## src/rtl/tts_pkg.sv

```systemverilog
// Shared definitions for the truth-table sweeper: FSM state encodings and
// the supported range of function input counts.
package tts_pkg;

  typedef enum logic [1:0] {
    TTS_IDLE  = 2'd0,
    TTS_SWEEP = 2'd1,
    TTS_DONE  = 2'd2
  } tts_state_t;

  localparam int N_IN_MIN = 1;
  localparam int N_IN_MAX = 8;

endpackage

```

## src/rtl/minterm_select.sv

```systemverilog
// Picks the output bit of a Boolean function, given as a minterm mask, for
// one input combination.
module minterm_select #(
  parameter int N_IN = 3
) (
  input  logic [(1<<N_IN)-1:0] mask,
  input  logic [N_IN-1:0]      idx,
  output logic                 bit_out
);

  assign bit_out = mask[idx];

endmodule

```

## src/rtl/truth_table_sweeper.sv

```systemverilog
// Sweeps every input combination of two N_IN-input functions, streams both
// outputs per combination and accumulates mismatch / ones / first-mismatch.
module truth_table_sweeper
  import tts_pkg::*;
#(
  parameter int N_IN = 3,
  localparam int IDX_W  = N_IN,
  localparam int CNT_W  = N_IN + 1,
  localparam int MASK_W = 1 << N_IN
) (
  input  logic              clk,
  input  logic              rst_n,
  input  logic              start,
  input  logic              stop_first,
  input  logic [MASK_W-1:0] mask_a,
  input  logic [MASK_W-1:0] mask_b,
  output logic              busy,
  output logic              done,
  output logic              valid_out,
  output logic [IDX_W-1:0]  idx_out,
  output logic              a_out,
  output logic              b_out,
  output logic [CNT_W-1:0]  mismatch_cnt,
  output logic [CNT_W-1:0]  ones_a,
  output logic [IDX_W-1:0]  first_mm,
  output logic              first_mm_vld,
  output logic              equivalent
);

  localparam logic [IDX_W-1:0] IDX_LAST = '1;

  tts_state_t        state_q, state_d;
  logic [MASK_W-1:0] mask_a_q, mask_b_q;
  logic              stop_q;
  logic [IDX_W-1:0]  idx_q;
  logic [CNT_W-1:0]  mm_cnt_q, ones_q;
  logic [IDX_W-1:0]  first_mm_q;
  logic              first_vld_q;
  logic              equiv_q;
  logic              a_bit, b_bit, mism, last_idx;

  minterm_select #(.N_IN(N_IN)) u_sel_a (
    .mask    (mask_a_q),
    .idx     (idx_q),
    .bit_out (a_bit)
  );

  minterm_select #(.N_IN(N_IN)) u_sel_b (
    .mask    (mask_b_q),
    .idx     (idx_q),
    .bit_out (b_bit)
  );

  assign mism     = a_bit ^ b_bit;
  assign last_idx = (idx_q == IDX_LAST);

  always_comb begin
    state_d = state_q;
    unique case (state_q)
      TTS_IDLE:  if (start) state_d = TTS_SWEEP;
      TTS_SWEEP: if (last_idx || (stop_q && mism)) state_d = TTS_DONE;
      TTS_DONE:  state_d = TTS_IDLE;
      default:   state_d = TTS_IDLE;
    endcase
  end

  always_ff @(posedge clk) begin
    if (!rst_n) begin
      state_q     <= TTS_IDLE;
      mask_a_q    <= '0;
      mask_b_q    <= '0;
      stop_q      <= 1'b0;
      idx_q       <= '0;
      mm_cnt_q    <= '0;
      ones_q      <= '0;
      first_mm_q  <= '0;
      first_vld_q <= 1'b0;
      equiv_q     <= 1'b0;
    end else begin
      state_q <= state_d;
      if (state_q == TTS_IDLE && start) begin
        mask_a_q    <= mask_a;
        mask_b_q    <= mask_b;
        stop_q      <= stop_first;
        idx_q       <= '0;
        mm_cnt_q    <= '0;
        ones_q      <= '0;
        first_mm_q  <= '0;
        first_vld_q <= 1'b0;
        equiv_q     <= 1'b0;
      end else if (state_q == TTS_SWEEP) begin
        ones_q <= ones_q + CNT_W'(a_bit);
        if (mism) begin
          mm_cnt_q <= mm_cnt_q + CNT_W'(1);
          if (!first_vld_q) begin
            first_mm_q  <= idx_q;
            first_vld_q <= 1'b1;
          end
        end
        // idx stays on the final combination so it can be read back after the sweep
        if (state_d == TTS_SWEEP) idx_q <= idx_q + IDX_W'(1);
        else                      equiv_q <= (mm_cnt_q == '0) && !mism;
      end
    end
  end

  assign busy         = (state_q == TTS_SWEEP);
  assign valid_out    = (state_q == TTS_SWEEP);
  assign done         = (state_q == TTS_DONE);
  assign idx_out      = idx_q;
  assign a_out        = a_bit;
  assign b_out        = b_bit;
  assign mismatch_cnt = mm_cnt_q;
  assign ones_a       = ones_q;
  assign first_mm     = first_mm_q;
  assign first_mm_vld = first_vld_q;
  assign equivalent   = equiv_q;

endmodule
```

## config.mk

```make
export PLATFORM = sky130hd
export DESIGN_NAME = truth_table_sweeper
export DESIGN_NICKNAME = d
export VERILOG_FILES = /design/src/rtl/tts_pkg.sv /design/src/rtl/minterm_select.sv /design/src/rtl/truth_table_sweeper.sv
export SDC_FILE = /design/constraint.sdc
export NUM_CORES = 1
export LEC_CHECK = 0
export ABC_CLOCK_PERIOD_IN_PS = 2800
export CORE_ASPECT_RATIO = 0.5
export CORE_MARGIN = 10
export CORE_UTILIZATION = 25
export DETAILED_ROUTE_END_ITERATION = 16
export PLACE_DENSITY = 0.53
export REMOVE_ABC_BUFFERS = 1
export SETUP_SLACK_MARGIN = 0.5
export SYNTH_ARGS = -nofsm -noshare
export SYNTH_HDL_FRONTEND = slang
export SYNTH_SLANG_ARGS = --single-unit
```

## constraint.sdc

```tcl
create_clock -name clk -period 2.8 [get_ports clk]
set_input_delay 0.28 -clock clk [delete_from_list [all_inputs] [get_ports clk]]
set_output_delay 0.28 -clock clk [all_outputs]
set_load 0.02 [all_outputs]
```

==> results of run 1 <==
placed cells by master, fill, tap and decap left out, types with 2 or more instances in the layout:
cell type,count
ha_1,6
o21a_1,2
clkbuf_16,5
nor2_1,5
nand2_1,51
nand3_1,3
buf_4,3
a21boi_0,17
dlygate4sd2_1,2
mux2i_1,6
inv_1,5
dfxtp_1,34
a21oi_1,7
mux2i_4,2
mux4_2,4
o21ai_0,2
nand2b_1,2
xor2_1,3
clkdlybuf4s50_1,38
registers in the layout, indices dropped and copies added, names as in the netlist, 2 cells and up:
register,flops
mask_a_q,8
mask_b_q,8
mismatch_cnt,4
ones_a,4
first_mm,3
idx_out,3
state_q,2
layout make-up:
cell class              count  area (um2)
fillers                   627        3850
clock buffers               6         139
clock inverters             2        35.0
multi-input cells         125         846
well taps                  88         110
inverters                   6        22.5
repair buffers             43         420
flip-flops and latches     35         704
worst paths after layout:
kind                       to   startpoint  slack [ns]
setup / recovery        a_out   idx_out[0]        0.67
hold / removal    first_mm[1]  first_mm[1]        0.46
setup reg to reg   idx_out[0]   idx_out[0]        0.71
hold reg to reg   first_mm[1]  first_mm[1]        0.46
synth_stat cells:
| cell | number | area [um2] |
|---|---|---|
| a211o_1 | 1 | 8.76 |
| a211oi_2 | 1 | 12.5 |
| a21boi_0 | 17 | 128 |
| a21oi_1 | 7 | 35.0 |
| a22oi_1 | 1 | 7.51 |
| a31o_1 | 1 | 8.76 |
| a31oi_1 | 1 | 6.26 |
| and2_1 | 1 | 6.26 |
| buf_2 | 1 | 5.00 |
| buf_4 | 1 | 7.51 |
| clkbuf_1 | 7 | 26.3 |
| clkinv_1 | 1 | 3.75 |
| dfxtp_1 | 35 | 701 |
| ha_1 | 6 | 75.1 |
| inv_1 | 5 | 18.8 |
| mux2i_1 | 6 | 60.1 |
| mux2i_4 | 2 | 45.0 |
| mux4_2 | 4 | 90.1 |
| nand2_1 | 51 | 191 |
| nand2b_1 | 2 | 12.5 |
| nand3_1 | 3 | 15.0 |
| nand4_1 | 1 | 6.26 |
| nor2_1 | 5 | 18.8 |
| nor2b_1 | 1 | 6.26 |
| nor3_2 | 1 | 10.0 |
| nor3b_1 | 1 | 7.51 |
| nor4_1 | 1 | 6.26 |
| o21a_1 | 2 | 15.0 |
| o21ai_0 | 2 | 10.0 |
| o31ai_1 | 1 | 7.51 |
| or3b_2 | 1 | 8.76 |
| or4_1 | 1 | 7.51 |
| xnor2_1 | 1 | 8.76 |
| xor2_1 | 3 | 26.3 |
worst min-delay path, delay by kind of cell (launching register included):
kind / cells / cell delay [ns]
multiplexers: 1 / 0.05
AND/OR/NAND/NOR: 1 / 0.05
flip-flops: 1 / 0.30
routing by layer:
| layer | up-vias | track usage (%) | routed length, um |
|---|---|---|---|
| met5 | - | 0 | 0 |
| met4 | 0 | 2.59 | 36 |
| met3 | 4 | 2.24 | 116 |
| met2 | 20 | 13.1 | 1900 |
| met1 | 624 | 9.33 | 1830 |
| li1 | 676 | - | - |
cells by family (layout without fill, tap and decap cells):
group | after synthesis | in the layout | synth area share [%]
XOR/XNOR | 4 | 4 | 2.19
adder cells (fa/ha/maj) | 6 | 6 | 4.68
buffers and inverters | 15 | 57 | 3.83
flip-flops | 35 | 35 | 43.7
multiplexers | 12 | 12 | 12.2
AO/OA/AOI/OAI | 34 | 34 | 14.9
AND/OR/NAND/NOR | 69 | 69 | 18.5
through the flow:
step                hold slack (ns)  util (%)  area (um2)  cells  total power (W)
floorplan                     0.394         -        1560    166         0.000629
global placement              0.446      34.3        2100    297         0.000703
detailed placement            0.449      34.3        2100    297         0.000705
CTS                           0.462      37.1        2280    305          0.00135
global route                  0.484      37.1        2280    305          0.00139
finish                        0.459      37.1        2280    305          0.00133
report_power, final:
part / total [W] / internal [W] / switching (W)
sequential: 0.000534 / 0.000518 / 0.0000157
clock: 0.000645 / 0.000442 / 0.000203
combinational: 0.000155 / 0.0000753 / 0.0000802
==> flow_summary.yaml, run 1 <==
clocking:
  clkTransAtPathRegs_ns: 0.05
  cts.repair.resized: 4
  worstSkewPairLatency_ns: 0.27
  cts_tree: "yes"
  postCtsSetupBuffers: 0
  clock_tree.root_cell: "clkbuf_16"
  numClockSinks: 35
  numCtsBuffers: 5
  cts_buffer_depth: 2
  cts_hold_buf: 0
  cts.htree.levels: 2
routing:
  drc: 0
  drt-initial-drc-count: 98
  dr.pass1.iters: 4
  ant_nets: 0
  avgViaCountPerCell: 4.34
  wl_mm: 3.88
  vias: 1324
  wl_per_cell_um: 12.7
run_status:
  status: "finished, final reports clean"
sta:
  rsz0062_at_grt: "no"
  hold_violations: 0
  setup_viol: 0
  max_freq_ghz: 0.470
  final_max_slew_viol_count: 0
  setup_ws_ns: 0.673
  skew_ns: 0.00199
  tightestPinTransition_ns: 0.556
  finalCritPeriodShare_pct: 75.9
  fin_crit_ns: 2.13
  relSlewSlack_pct: 62.7
  setup-tns-final_ns: 0
placed_design:
  pre_cts_ws_ns: 0.500
  gp_congestion: 0.677
  place_hpwl_mm: 3.00
  numPortBuffers: 40
global_routing:
  grt_max_degree: 20
  antenna_found_initial: 0
  grt_pass1_wl_mm: 6.68
  grt_pass1_vias: 1406
  grt_use_total_pct: 7.80
  gr-total-overflow: 0
die:
  initial_utilization_pct: 26.1
  io_pins: 41
  die_w_um: 133
  die_h_um: 76.6
  dieArea_mm2: 0.0102
  rows: 20
  core_mm2: 0.00613
power_and_ir_drop:
  powerDensity_mw_per_mm2: 586
  power_leakage_nw: 0.829
  ir_drop_mv: 0.273
setup_path:
  path_max_fanout: 8
  crit_cells: 4
  crit_chain: "mux4_2 > mux2i_4 > inv_1 > dlygate4sd2_1"
  critical-path-slowest-cell: "mux4_2"
  crit_buf_inv: 2
  path_class: "reg -> out"
  critPathMaxStageDelay_ns: 0.54
  reg2regPathDepth: 5
  startpoint_type: "register"
  critical_path_arrival_ns: 1.85
  crit_family: "multiplexers"
  worst_setup_path_end_kind: "output port"
  cp.required_ns: 2.52
logic_synthesis:
  yosys.cell_types.count: 34
  yosysSeqAreaShare_pct: 43.7
  synth_warnings: 0
  avgSynthCellArea_um2: 9.16
  netlist_area_mm2: 0.00160
  netlist_instances: 175
  ys_seq_elements: 35
layout:
  area_growth_pct: 42.1
  layout-drive-gt1-share_pct: 10.1
  final_nets: 242
  antennaDiodeCount: 0
hold_path:
  min_path_type: "reg -> reg"
  hold_depth: 2
run:
  drv_cap: 0
Power figures use the tool's default switching activity.
==> run 2: changes to the inputs <==
--- a/config.mk
+++ b/config.mk
@@ -5,7 +5,7 @@
 export SDC_FILE = /design/constraint.sdc
 export NUM_CORES = 1
 export LEC_CHECK = 0
-export ABC_CLOCK_PERIOD_IN_PS = 2800
+export ABC_CLOCK_PERIOD_IN_PS = 2000
 export CORE_ASPECT_RATIO = 0.5
 export CORE_MARGIN = 10
 export CORE_UTILIZATION = 25
==> constraint.sdc (replaced) <==
create_clock -name clk -period 2 [get_ports clk]
set_input_delay 0.2 -clock clk [delete_from_list [all_inputs] [get_ports clk]]
set_output_delay 0.2 -clock clk [all_outputs]
set_load 0.02 [all_outputs]
==> run 2 against run 1 <==
  * The run now ends with setup timing left
  * First-iteration DRC count is 39% lower
  * Global-route usage is 0.81 points higher
  * Final cell count up 6.2%
  * Die area stayed put
  * Via count increased by 6.5%
==> flow_summary.yaml, run 2 (synthesis results as in run 1) <==
run_status:
  status: "complete, but fails checks"
  failed_checks: "setup timing"
layout:
  layout-drive-gt1-share_pct: 26.3
  top_regs: "mask_a_q x8, mask_b_q x8"
  final_common_cell: "nand2_1"
  layout_common_cells: "nand2_1, dfxtp_1, clkdlybuf4s50_1, a21boi_0, buf_4"
  final_nets: 261
  antennaDiodeCount: 0
  final_core_util_pct: 41.0
  area_growth_pct: 57.0
sta:
  tightestPinTransition_ns: 0.395
  final_max_slew_viol_count: 0
  skew_ns: 0.00330
  setup_ws_ns: -0.0740
  rsz0062_at_grt: "yes"
  relSlewSlack_pct: 73.7
  fin_crit_ns: 2.07
  setup_viol: 9
  finalCritPeriodShare_pct: 104
  hold_violations: 0
  max_freq_ghz: 0.482
setup_path:
  worst_setup_path_end_kind: "register"
  startpoint_type: "register"
  path_max_fanout: 3
  critical-path-slowest-cell: "mux4_2"
  path_class: "reg -> reg"
  crit_chain: "buf_6 > mux4_2 > mux2i_4 > xor2_2 > a211oi_2 > buf_4 > mux2i_1"
  critPathMaxStageDelay_ns: 0.53
  cp.required_ns: 2.21
  critical_path_arrival_ns: 2.28
global_routing:
  grt_use_total_pct: 8.60
  gr-total-overflow: 0
  grt_pass1_wl_mm: 7.12
  grt_max_degree: 21
  grt_pass1_vias: 1457
  antenna_found_initial: 0
routing:
  wl_mm: 4.37
  ant_nets: 0
  vias: 1410
  drt-initial-drc-count: 60
  wl_per_cell_um: 13.5
  dr.pass1.iters: 4
  avgViaCountPerCell: 4.35
  drc: 0
clocking:
  cts.htree.levels: 2
  numClockSinks: 35
  numCtsBuffers: 5
  clock_tree.root_cell: "clkbuf_16"
  cts_buffer_depth: 2
  clkTransAtPathRegs_ns: 0.05
  worstSkewPairLatency_ns: 0.28
  cts_tree: "yes"
placed_design:
  gp_congestion: 0.740
  numPortBuffers: 40
  place_hpwl_mm: 3.16
die:
  core_mm2: 0.00613
  rows: 20
  die_w_um: 133
  dieArea_mm2: 0.0102
  die_h_um: 76.6
  io_pins: 41
  initial_utilization_pct: 26.1
run:
  drv_cap: 0
power_and_ir_drop:
  p_sw_share_pct: 23.5
  powerDensity_mw_per_mm2: 779
  internal-power_w: 0.00150
  ir_drop_mv: 0.314
  power_leakage_nw: 1.03
  p_switching_w: 0.000461
  combPwrFrac_pct: 15.3
  pwr-share-seq_pct: 38.0
  p_clk_share_pct: 46.6
  total_power_w: 0.00196
hold_path:
  min_path_type: "reg -> reg"
==> run 2: timing repair <==
action,4_1_cts,5_1_grt
pin swaps,7,9
gates cloned,0,0
resized for setup,33,26
buffers inserted,3,4
hold buffers,0,0
endpoints found under the setup margin,31,25
==> run 2: routing by layer <==
metal | share of wire [%] | vias up | global-route usage (%)
met5 | 0 | - | 0
met4 | 2.0 | 0 | 4.97
met3 | 4.0 | 8 | 2.50
met2 | 51 | 22 | 15.0
met1 | 43 | 671 | 9.10
li1 | - | 709 | -
==> run 2: area by class of cell <==
| type | count | area (um2) |
|---|---|---|
| clock buffers | 6 | 139 |
| clock inverters | 2 | 35.0 |
| fillers | 615 | 3610 |
| inverters | 6 | 22.5 |
| multi-input cells | 125 | 937 |
| flip-flops and latches | 35 | 703 |
| well taps | 88 | 110 |
| repair buffers | 62 | 569 |
==> run 2: path summary, 6_finish.rpt <==
check	from	end	slack [ns]	depth (start not counted)
min	first_mm[1]	first_mm[1]	0.46	2
max	idx_out[0]	idx_out[1]	-0.07	7
max reg2reg	idx_out[0]	idx_out[1]	-0.07	7
min reg2reg	first_mm[1]	first_mm[1]	0.46	2
==> run 2: critical path: cells and delay by family, from the launching register on <==
family,cells,cell delay [ns]
flip-flops,1,0.34
AO/OA/AOI/OAI,1,0.29
XOR/XNOR,1,0.13
multiplexers,3,0.95
buffers and inverters,2,0.30
==> run 2: power by group through the flow <==
stage / sequential [W] / clock [W] / combinational (W)
3_3_place_gp: 0.000758 / 0 / 0.000256
3_5_place_dp: 0.000759 / 0 / 0.000260
6_report: 0.000745 / 0.000914 / 0.000301
5_1_grt: 0.000749 / 0.000961 / 0.000328
2_1_floorplan: 0.000760 / 0 / 0.000120
4_1_cts: 0.000745 / 0.000935 / 0.000270
==> run 2: per-stage QoR <==
step                      cell area [um2]  setup TNS (ns)  hold slack [ns]  instances  setup slack [ns]
after CTS                            2420       -0.000796            0.459        320         -0.000796
final                                2520          -0.342            0.458        324           -0.0740
after floorplan                      1560           -2.23            0.314        166            -0.298
after global routing                 2520           -1.13            0.482        324            -0.162
after global placement               2190          -0.109            0.446        309           -0.0304
after detailed placement             2190          -0.405            0.448        309           -0.0810
==> RTL edit: new RTL, config.mk and constraints of run 2 <==
The 3 states of `tts_state_t` get a one-hot encoding in 3 bits.
--- a/src/rtl/tts_pkg.sv
+++ b/src/rtl/tts_pkg.sv
@@ -3,8 +3,8 @@
 package tts_pkg;
 
-  typedef enum logic [1:0] {
-    TTS_IDLE  = 2'd0,
-    TTS_SWEEP = 2'd1,
-    TTS_DONE  = 2'd2
+  typedef enum logic [2:0] {
+    TTS_IDLE  = 3'b001,
+    TTS_SWEEP = 3'b010,
+    TTS_DONE  = 3'b100
   } tts_state_t;
 
Check against the original RTL: same outputs for any inputs over 10 cycles, from zero or initial values and one cycle with rst_n low; not proved beyond that.
==> RTL edit against run 2 <==
- the flow still finishes with violations (negative setup slack)
- sequential cell count is 1 higher
- critical path type unchanged
- routed wire length is 1.1% lower
- total power is 9.9% lower
- synthesized area is 2.3% higher
- worst setup slack better by 0.011 ns
- sequential share of layout area is 0.97 points higher
- via count hardly changed
- design area is 0.25% higher
- clock power is 15% lower
- first-iteration DRC count is 35% higher
- highest routed layer unchanged
- maximum frequency is 0.55% higher
==> RTL edit: results (changes against run 2) <==
The flow ran to the end, but the final reports show violations. Violations in the final reports: negative setup slack (unchanged). The tools report the cell at the root of the clock tree as clkbuf_16 (unchanged). For the sequential area share after synthesis, the log shows 44.0% (was 43.7%). The clock group total power came out at 773 uW (was 914 uW). The largest net degree at the start of global routing is 22 (was 21), and the sum of negative setup slack is -0.0627 ns (was -0.342 ns).

The overall fraction of global-route tracks in use was 8.02% (was 8.60%). The number of port buffers works out to 40 (unchanged). The placer's final routability congestion estimate was 0.786 (was 0.740). The relative max-transition margin was 79.0% (was 73.7%).

The worst setup timing slack at the placement stage is -0.222 ns (was -0.0810 ns), and the share of cells above drive strength 1 is 24.8% (was 26.3%). The number of warnings issued by yosys is 0 (unchanged), and the minimum hold slack is 0.456 ns (was 0.458 ns). At the worst endpoint, the arrival time is 2.27 ns. For the maximum vdd drop, the log shows 0.321 mV (was 0.314 mV). Total power of the final layout: 1770 uW (was 1960 uW). Area contributors post-synth: dfxtp_1 44%, nand2_1 12%, a21boi_1 7.8% (was dfxtp_1 44%, nand2_1 12%, a21boi_0 8.0%). The cell count after placement is 310 (was 309), and the placement-stage cell area is 0.00222 mm^2 (was 0.00219 mm^2). The leakage power total is 0.00101 uW (was 0.00103 uW), and the wire length of the first global-routing pass is 6.92 mm (was 7.12 mm).

Most frequent cells after synthesis: 52 x nand2_1, 36 x dfxtp_1, 17 x a21boi_1 (was 51 x nand2_1, 35 x dfxtp_1, 17 x a21boi_0). The slack of the critical path is -0.0627 ns (was -0.0740 ns). The HPWL reported at the end of detailed placement was 3.24 mm (was 3.16 mm). The logs give 0 (unchanged) for the initial antenna violation count and 1 (was 9) for the number of endpoints failing setup at the final stage.

The sequential group share of total power was 43.1% (was 38.0%); the layout net count was 263 (was 261). The number of DRC markers after the initial detailed-route iteration was 81 (was 60); the biggest fanout along the worst timing path was 6 (was 3). The logs give 4.32 mm (was 4.37 mm) for the aggregate routed wire length and 662 (was 615) for the number of filler cells placed in the layout.

The internal power contribution was 1360 uW (was 1500 uW); the area share of the largest cell type after synthesis was 44.0% (was 43.7%). The run gives 0.00290 ns (was 0.00330 ns) as the worst-case clock skew. The area growth from synthesis to layout was 53.9% (was 57.0%); the average instance area after synthesis was 9.16 um^2 (about the same). The post-detailed-route via-to-cell ratio works out to 4.32 (was 4.35).

The tools report the count of placed standard cells in the final layout, fillers left out as 326 (was 324).
## RTL edit: worst max-delay path, stage by stage (launching register included)
cell	delay [ns]
dfxtp_4	0.40
mux4_2	0.54
mux2i_4	0.26
xnor2_2	0.14
or4_1	0.51
a21oi_2	0.15
## RTL edit: routing by layer
| layer | up-vias | GRT usage, % | wire length (um) |
|---|---|---|---|
| met1 | 653 | 9.41 | 1970 |
| met3 | 5 | 2.73 | 193 |
| li1 | 728 | - | - |
| met5 | - | 0 | 0 |
| met4 | 0 | 2.92 | 55 |
| met2 | 23 | 13.3 | 2100 |
## RTL edit: cell families (layout without fill, tap and decap cells)
group,count (synthesis),count (layout),share of synthesized area (%)
multiplexers,12,12,11.9
XOR/XNOR,4,4,2.14
flip-flops,36,36,44.0
adder cells (fa/ha/maj),6,6,4.58
AO/OA/AOI/OAI,35,35,14.9
buffers and inverters,16,75,3.97
AND/OR/NAND/NOR,70,70,18.6
## RTL edit: final timing paths
kind                                  start               to  depth (start not counted)
worst max-delay path             idx_out[0]  mismatch_cnt[3]                          5
worst min-delay path            mask_b_q[0]      mask_b_q[0]                          2
worst max register to register   idx_out[0]  mismatch_cnt[3]                          5
worst min register to register  mask_b_q[0]      mask_b_q[0]                          2
## RTL edit: layout make-up
class | instances | area share (%)
multi-input combinational | 127 | 37.3
tap | 88 | 4.37
sequential | 36 | 28.9
inverter | 6 | 1.09
clock buffer | 8 | 5.80
timing repair buffer | 61 | 22.5
## RTL edit: timing repair
action | in CTS | in global routing
setup buffers | 2 | 6
pin swaps | 4 | 8
gates resized for setup | 36 | 18
endpoints found under the setup margin | 30 | 26
cloned | 0 | 0
